**config.mk**
```make
export PLATFORM = sky130hd
export DESIGN_NAME = dmem_port_arbiter
export DESIGN_NICKNAME = d
export VERILOG_FILES = /design/src/rtl/dmem_port_arbiter_pkg.sv /design/src/rtl/arb_starve_ctr.sv /design/src/rtl/dmem_port_arbiter.sv
export SDC_FILE = /design/constraint.sdc
export NUM_CORES = 1
export LEC_CHECK = 0
export CAP_MARGIN = 20
export CORE_AREA = 10 10 102 104
export CTS_CLUSTER_SIZE = 25
export DETAILED_ROUTE_END_ITERATION = 7
export DIE_AREA = 0 0 112 114
export PLACE_DENSITY = 0.72
export SKIP_CTS_REPAIR_TIMING = 1
export SYNTH_ARGS = -nofsm -noshare
export SYNTH_HDL_FRONTEND = slang
export SYNTH_HIERARCHICAL = 1
export SYNTH_SLANG_ARGS = --single-unit
```
**constraint.sdc**
```tcl
create_clock -name clk -period 4.3 [get_ports clk]
set_clock_uncertainty 0.1 [all_clocks]
set_input_delay 0.43 -clock clk [delete_from_list [all_inputs] [get_ports clk]]
set_output_delay 0.43 -clock clk [all_outputs]
set_load 0.005 [all_outputs]
```
**src/rtl/dmem_port_arbiter_pkg.sv**
```systemverilog
// Shared definitions for the data-memory port arbiter: widths, FSM encoding
// and the request bundle seen from either master.
package dmem_port_arbiter_pkg;

    localparam int unsigned DBITS        = 32;
    localparam int unsigned DMEMADDRBITS = 16;
    localparam int unsigned DMEMWORDBITS = 2;
    localparam int unsigned WIDXBITS     = DMEMADDRBITS - DMEMWORDBITS;

    // Request-bundle field widths
    localparam int unsigned REQ_WE_BITS    = 1;
    localparam int unsigned REQ_ADDR_BITS  = DBITS;
    localparam int unsigned REQ_WDATA_BITS = DBITS;

    typedef enum logic {
        CpuPri   = 1'b0,
        AuxForce = 1'b1
    } arb_state_e;

    typedef struct packed {
        logic                      req;
        logic [REQ_WE_BITS-1:0]    we;
        logic [REQ_ADDR_BITS-1:0]  addr;
        logic [REQ_WDATA_BITS-1:0] wdata;
    } req_bundle_t;

endpackage

```
**src/rtl/arb_starve_ctr.sv**
```systemverilog
// Bounded-starvation tracker: counts consecutive aux denials and raises
// force_aux for exactly one cycle once aux has waited MAXWAIT cycles.
module arb_starve_ctr
    import dmem_port_arbiter_pkg::*;
#(
    parameter int unsigned MAXWAIT = 4
) (
    input  logic clk,
    input  logic reset,
    input  logic aux_req,
    input  logic aux_gnt,
    output logic force_aux
);

    localparam int unsigned WcntW = $clog2(MAXWAIT + 1);

    arb_state_e       state_q, state_d;
    logic [WcntW-1:0] wcnt_q, wcnt_d;

    // State and wait-counter registers
    always_ff @(posedge clk or posedge reset) begin
        if (reset) begin
            state_q <= CpuPri;
            wcnt_q  <= '0;
        end else begin
            state_q <= state_d;
            wcnt_q  <= wcnt_d;
        end
    end

    // Next state: AuxForce always lasts one cycle, so CpuPri is the default
    always_comb begin
        state_d = CpuPri;
        wcnt_d  = wcnt_q;
        if (!aux_req || aux_gnt) begin
            wcnt_d = '0;
        end else if (state_q == CpuPri && wcnt_q != WcntW'(MAXWAIT)) begin
            wcnt_d = wcnt_q + WcntW'(1);
        end
        if (state_q == CpuPri && aux_req && !aux_gnt && wcnt_q == WcntW'(MAXWAIT - 1)) begin
            state_d = AuxForce;
        end
    end

    assign force_aux = (state_q == AuxForce);

endmodule

```
**src/rtl/dmem_port_arbiter.sv**
```systemverilog
// Shares the single-port dmem between the CPU MEM stage and an auxiliary
// master. CPU wins by default; aux is force-granted after MAXWAIT denials.
module dmem_port_arbiter
    import dmem_port_arbiter_pkg::*;
#(
    parameter int unsigned MAXWAIT = 4
) (
    input  logic                clk,
    input  logic                reset,
    input  logic                cpu_req,
    input  logic                cpu_we,
    input  logic [DBITS-1:0]    cpu_addr,
    input  logic [DBITS-1:0]    cpu_wdata,
    output logic                cpu_gnt,
    output logic                cpu_stall,
    output logic                cpu_rvalid,
    output logic [DBITS-1:0]    cpu_rdata,
    input  logic                aux_req,
    input  logic                aux_we,
    input  logic [DBITS-1:0]    aux_addr,
    input  logic [DBITS-1:0]    aux_wdata,
    output logic                aux_gnt,
    output logic                aux_rvalid,
    output logic [DBITS-1:0]    aux_rdata,
    output logic                mem_en,
    output logic                mem_we,
    output logic [WIDXBITS-1:0] mem_addr,
    output logic [DBITS-1:0]    mem_wdata,
    input  logic [DBITS-1:0]    mem_rdata
);

    logic force_aux;
    logic rd_own_cpu_q;
    logic rd_own_aux_q;
    logic addr_unused;

    // Only the dmem byte-address window is decoded; the rest is ignored
    assign addr_unused = ^{cpu_addr[DBITS-1:DMEMADDRBITS], cpu_addr[DMEMWORDBITS-1:0],
                           aux_addr[DBITS-1:DMEMADDRBITS], aux_addr[DMEMWORDBITS-1:0]};

    arb_starve_ctr #(
        .MAXWAIT (MAXWAIT)
    ) u_starve (
        .clk       (clk),
        .reset     (reset),
        .aux_req   (aux_req),
        .aux_gnt   (aux_gnt),
        .force_aux (force_aux)
    );

    // Grant selection; everything is held low while reset is asserted
    always_comb begin
        cpu_gnt = 1'b0;
        aux_gnt = 1'b0;
        if (!reset) begin
            if (force_aux) begin
                aux_gnt = aux_req;
                cpu_gnt = cpu_req & ~aux_req;
            end else begin
                cpu_gnt = cpu_req;
                aux_gnt = aux_req & ~cpu_req;
            end
        end
        cpu_stall = cpu_req & ~cpu_gnt & ~reset;
    end

    // Drive the dmem port from whichever master holds the grant
    always_comb begin
        mem_en    = cpu_gnt | aux_gnt;
        mem_we    = 1'b0;
        mem_addr  = '0;
        mem_wdata = '0;
        if (cpu_gnt) begin
            mem_we    = cpu_we;
            mem_addr  = cpu_addr[DMEMADDRBITS-1:DMEMWORDBITS];
            mem_wdata = cpu_wdata;
        end else if (aux_gnt) begin
            mem_we    = aux_we;
            mem_addr  = aux_addr[DMEMADDRBITS-1:DMEMWORDBITS];
            mem_wdata = aux_wdata;
        end
    end

    // Tag the owner of a read so the returning data goes to one master only
    always_ff @(posedge clk or posedge reset) begin
        if (reset) begin
            rd_own_cpu_q <= 1'b0;
            rd_own_aux_q <= 1'b0;
        end else begin
            rd_own_cpu_q <= cpu_gnt & ~cpu_we;
            rd_own_aux_q <= aux_gnt & ~aux_we;
        end
    end

    assign cpu_rvalid = rd_own_cpu_q;
    assign aux_rvalid = rd_own_aux_q;
    assign cpu_rdata  = rd_own_cpu_q ? mem_rdata : '0;
    assign aux_rdata  = rd_own_aux_q ? mem_rdata : '0;

endmodule
```
==> impl_metrics.xml <==
<?xml version="1.0" encoding="UTF-8"?>
<metrics>
  <group name="run_status">
    <metric name="outcome" unit="">finished clean</metric>
  </group>
  <group name="finish">
    <metric name="multiInputGateArea" unit="µm²">1182</metric>
    <metric name="final_nets" unit="">619</metric>
    <metric name="fillerInstances" unit="">779</metric>
    <metric name="commonest_cells_after_routing_fill_and_taps_aside" unit="">244 x sky130_fd_sc_hd__clkdlybuf4s50_1, 64 x sky130_fd_sc_hd__and2_1, 50 x sky130_fd_sc_hd__nor2_1, 47 x sky130_fd_sc_hd__a32oi_1, 6 x sky130_fd_sc_hd__dfrtp_1</metric>
    <metric name="final-seq-area" unit="µm²">150.1</metric>
    <metric name="finish.instance_area" unit="µm²">4010</metric>
    <metric name="layout-drive-gt1-share" unit="%">2.455</metric>
    <metric name="area_growth_syn_to_layout" unit="%">166.2</metric>
    <metric name="mostFrequentLayoutCell" unit="">sky130_fd_sc_hd__clkdlybuf4s50_1</metric>
    <metric name="n_antenna_cell" unit="">0</metric>
  </group>
  <group name="logic_synthesis">
    <metric name="syn_avg_cell_area" unit="µm²">6.755</metric>
    <metric name="post_synthesis_compound_gate_area_fraction" unit="%">29.07</metric>
    <metric name="synth_xor_area_share" unit="%">0</metric>
    <metric name="yosysSeqAreaShare" unit="%">9.967</metric>
    <metric name="synth_simple_gate_area_share" unit="%">45.10</metric>
    <metric name="synth_area_leader_cell" unit="">sky130_fd_sc_hd__a32oi_1</metric>
    <metric name="synthTopCellsByArea" unit="">sky130_fd_sc_hd__a32oi_1 27%, sky130_fd_sc_hd__and2_1 27%, sky130_fd_sc_hd__nor2_1 12%, sky130_fd_sc_hd__dfrtp_1 10%, sky130_fd_sc_hd__buf_6 4.5%</metric>
    <metric name="synth.area.mux_share" unit="%">1.329</metric>
    <metric name="synth-adder-area-share" unit="%">2.492</metric>
    <metric name="synthesis.area" unit="µm²">1506</metric>
    <metric name="synthesis.nets" unit="">392</metric>
    <metric name="ys.warnings.count" unit="">6</metric>
    <metric name="synth.top_cell.area_share" unit="%">27.33</metric>
    <metric name="syn_inst" unit="">223</metric>
    <metric name="postSynthRegisterBits" unit="">6</metric>
    <metric name="yosysUniqueCellTypes" unit="">24</metric>
    <metric name="synth_top_family_by_area" unit="">simple AND/OR/NAND/NOR gates</metric>
  </group>
  <group name="power">
    <metric name="vdd_ir_drop_max" unit="mV">0.06794</metric>
    <metric name="p_leak" unit="nW">1.489</metric>
    <metric name="power-per-cell-area" unit="nW/µm²">118.8</metric>
  </group>
  <group name="global_route">
    <metric name="grt_start_max_net_pins" unit="">57</metric>
    <metric name="antenna_found_initial" unit="">0</metric>
    <metric name="gr-usage-all-layers" unit="%">14.31</metric>
    <metric name="grt_overflow_total" unit="">0</metric>
    <metric name="first_global_vias" unit="">2708</metric>
    <metric name="grt_first_pass_wirelength" unit="mm">15.16</metric>
  </group>
  <group name="timing">
    <metric name="rsz0062_at_grt" unit="">false</metric>
    <metric name="timing_max_transition_violations_final" unit="">0</metric>
    <metric name="finalSetupViolCount" unit="">0</metric>
    <metric name="final.setup.worst_slack" unit="ns">1.192</metric>
    <metric name="finalSetupTns" unit="ns">0</metric>
    <metric name="max_slew_margin" unit="%">37.34</metric>
    <metric name="max_clock_freq" unit="GHz">0.3217</metric>
    <metric name="post-route-period-util" unit="%">72.29</metric>
    <metric name="final.min_clock_period" unit="ns">3.108</metric>
    <metric name="tightestPinTransition" unit="ns">0.9399</metric>
    <metric name="hold_violations" unit="">0</metric>
  </group>
  <group name="worst_setup_path">
    <metric name="timing.critical_path.slowest_stage_cell" unit="">sky130_fd_sc_hd__clkdlybuf4s50_1</metric>
    <metric name="cp_cell_sequence" unit="">clkdlybuf4s50_1 -&gt; a21boi_4 -&gt; buf_4 -&gt; a32oi_1 -&gt; nor2_1 -&gt; clkdlybuf4s50_1</metric>
    <metric name="critical_path_class" unit="">in2out</metric>
    <metric name="setup_crit_start_kind" unit="">input pin</metric>
    <metric name="arrival" unit="ns">2.58</metric>
    <metric name="critical_path.endpoint_type" unit="">output port</metric>
    <metric name="critPathMostFrequentCell" unit="">sky130_fd_sc_hd__clkdlybuf4s50_1</metric>
    <metric name="worst_endpoint_required_time" unit="ns">3.77</metric>
    <metric name="crit_fanout" unit="">19</metric>
    <metric name="cpPeakStageDelay" unit="ns">0.57</metric>
  </group>
  <group name="floorplan">
    <metric name="placementRows" unit="">34</metric>
    <metric name="die_area" unit="µm²">12770</metric>
    <metric name="num_io_pins" unit="">283</metric>
    <metric name="floorplan.core_area" unit="µm²">8466</metric>
    <metric name="die_y" unit="µm">114</metric>
    <metric name="dieWidth" unit="µm">112</metric>
    <metric name="initial_core_util" unit="%">17.79</metric>
  </group>
  <group name="route">
    <metric name="via_count" unit="">2580</metric>
    <metric name="routed_wl_per_cell" unit="µm">18.70</metric>
    <metric name="routed_wl" unit="mm">10.40</metric>
    <metric name="postRouteAntennaNets" unit="">0</metric>
    <metric name="drt_pre_antenna_iters" unit="">5</metric>
    <metric name="via_per_inst" unit="">4.640</metric>
    <metric name="detail_route.drc_violations" unit="">0</metric>
    <metric name="drt_iter0_markers" unit="">133</metric>
  </group>
  <group name="hold_path">
    <metric name="timing.hold.worst.class" unit="">in2async</metric>
  </group>
  <group name="clock_network">
    <metric name="cts_buffer_depth" unit="">2</metric>
    <metric name="cell_at_the_root_of_the_clock_tree" unit="">sky130_fd_sc_hd__clkbuf_8</metric>
    <metric name="clock_tree_sinks" unit="">6</metric>
    <metric name="clk_transition_reported_paths" unit="ns">0.04</metric>
    <metric name="cts.htree.levels" unit="">1</metric>
    <metric name="worst_skew_pair.late_latency" unit="ns">0.22</metric>
    <metric name="numCtsBuffers" unit="">3</metric>
    <metric name="cts_tree" unit="">yes</metric>
  </group>
  <group name="placement">
    <metric name="preCtsSetupSlack" unit="ns">1.146</metric>
    <metric name="gp_congestion" unit="">0.7660</metric>
    <metric name="detailedPlacementHpwl" unit="mm">8.850</metric>
    <metric name="port-buffer-count" unit="">246</metric>
    <metric name="dpl-instance-area" unit="µm²">3969</metric>
  </group>
  <group name="job">
    <metric name="max_cap_viol_count" unit="">0</metric>
  </group>
</metrics>
==> Yosys cell counts, drive strengths merged <==
master	n
a21boi	1
nor2	50
buf	12
a32oi	47
clkbuf	16
a21oi	2
or3b	1
nor2b	1
and3	1
nand2b	2
o21ai	1
nand3b	3
nor3	1
nand2	2
dfrtp	6
and4	1
inv	5
and2	64
mux2i	2
or2	1
ha	3
nor3b	1
==> cells by family after synthesis <==
| family | after synthesis |
|---|---|
| AOI/OAI and AO/OA | 51 |
| muxes | 2 |
| adders and majority gates | 3 |
| buffers and inverters | 33 |
| DFF | 6 |
| and+or+nand+nor | 128 |
==> final cells by class <==
class                           count  share of cell area, %
Clock buffer                        3                  1.030
Inverter                            5                 0.4680
Timing Repair Buffer              250                  61.90
Sequential cell                     6                  3.744
Tap cell                          108                  3.370
Multi-Input combinational cell    184                  29.49
==> sequential cells by signal, summed over array words and instances (netlist names) <==
register,count
aux_rvalid,1
cpu_rvalid,1
u_starve/force_aux,1
u_starve/wcnt_q,3
==> final timing paths <==
path / from / cells after the start / slack, ns / endpoint
setup / recovery: cpu_req / 6 / 1.19 / mem_wdata[16]
hold / removal: reset / 2 / 0.44 / cpu_rvalid
setup reg to reg: u_starve/force_aux / 5 / 2.39 / u_starve/wcnt_q[0]
hold reg to reg: u_starve/wcnt_q[2] / 2 / 0.47 / u_starve/wcnt_q[2]
max in group asynchronous: reset / 2 / 3.45 / u_starve/force_aux
min in group clk: u_starve/wcnt_q[2] / 2 / 0.47 / u_starve/wcnt_q[2]
==> per-layer routing <==
| metal | routed length [µm] | vias to the layer above | global-route usage, % |
|---|---|---|---|
| li1 | - | 1250 | - |
| met1 | 3815 | 1142 | 14.29 |
| met2 | 5035 | 182 | 25.68 |
| met3 | 1483 | 6 | 8.451 |
| met4 | 64 | 0 | 2.115 |
| met5 | 0 | - | 0 |
==> power by group <==
part,internal (W),leakage (nW),switching (W)
registers,0.0000625,0.0808,0.00000923
clock network,0.0000602,0.0216,0.0000246
logic,0.000209,1.39,0.000111
==> per-stage QoR <==
step | cells | hold slack [ns] | utilization [%] | power (W)
finish | 556 | 0.4410 | 47.37 | 0.0004763
global route | 556 | 0.4847 | 47.37 | 0.0005103
CTS | 556 | 0.4228 | 47.37 | 0.0004835
detailed placement | 553 | 0.4586 | 46.88 | 0.0003959
global placement | 553 | 0.4489 | 46.88 | 0.0003894
floorplan | 223 | 0.09608 | - | 0.0001754
==> critical path, delay by kind of cell <==
family,cells,cell delay [ns]
AOI/OAI and AO/OA,2,0.57
buffers and inverters,3,1.45
and+or+nand+nor,1,0.12
No activity file was read; power rests on OpenSTA's default activity.
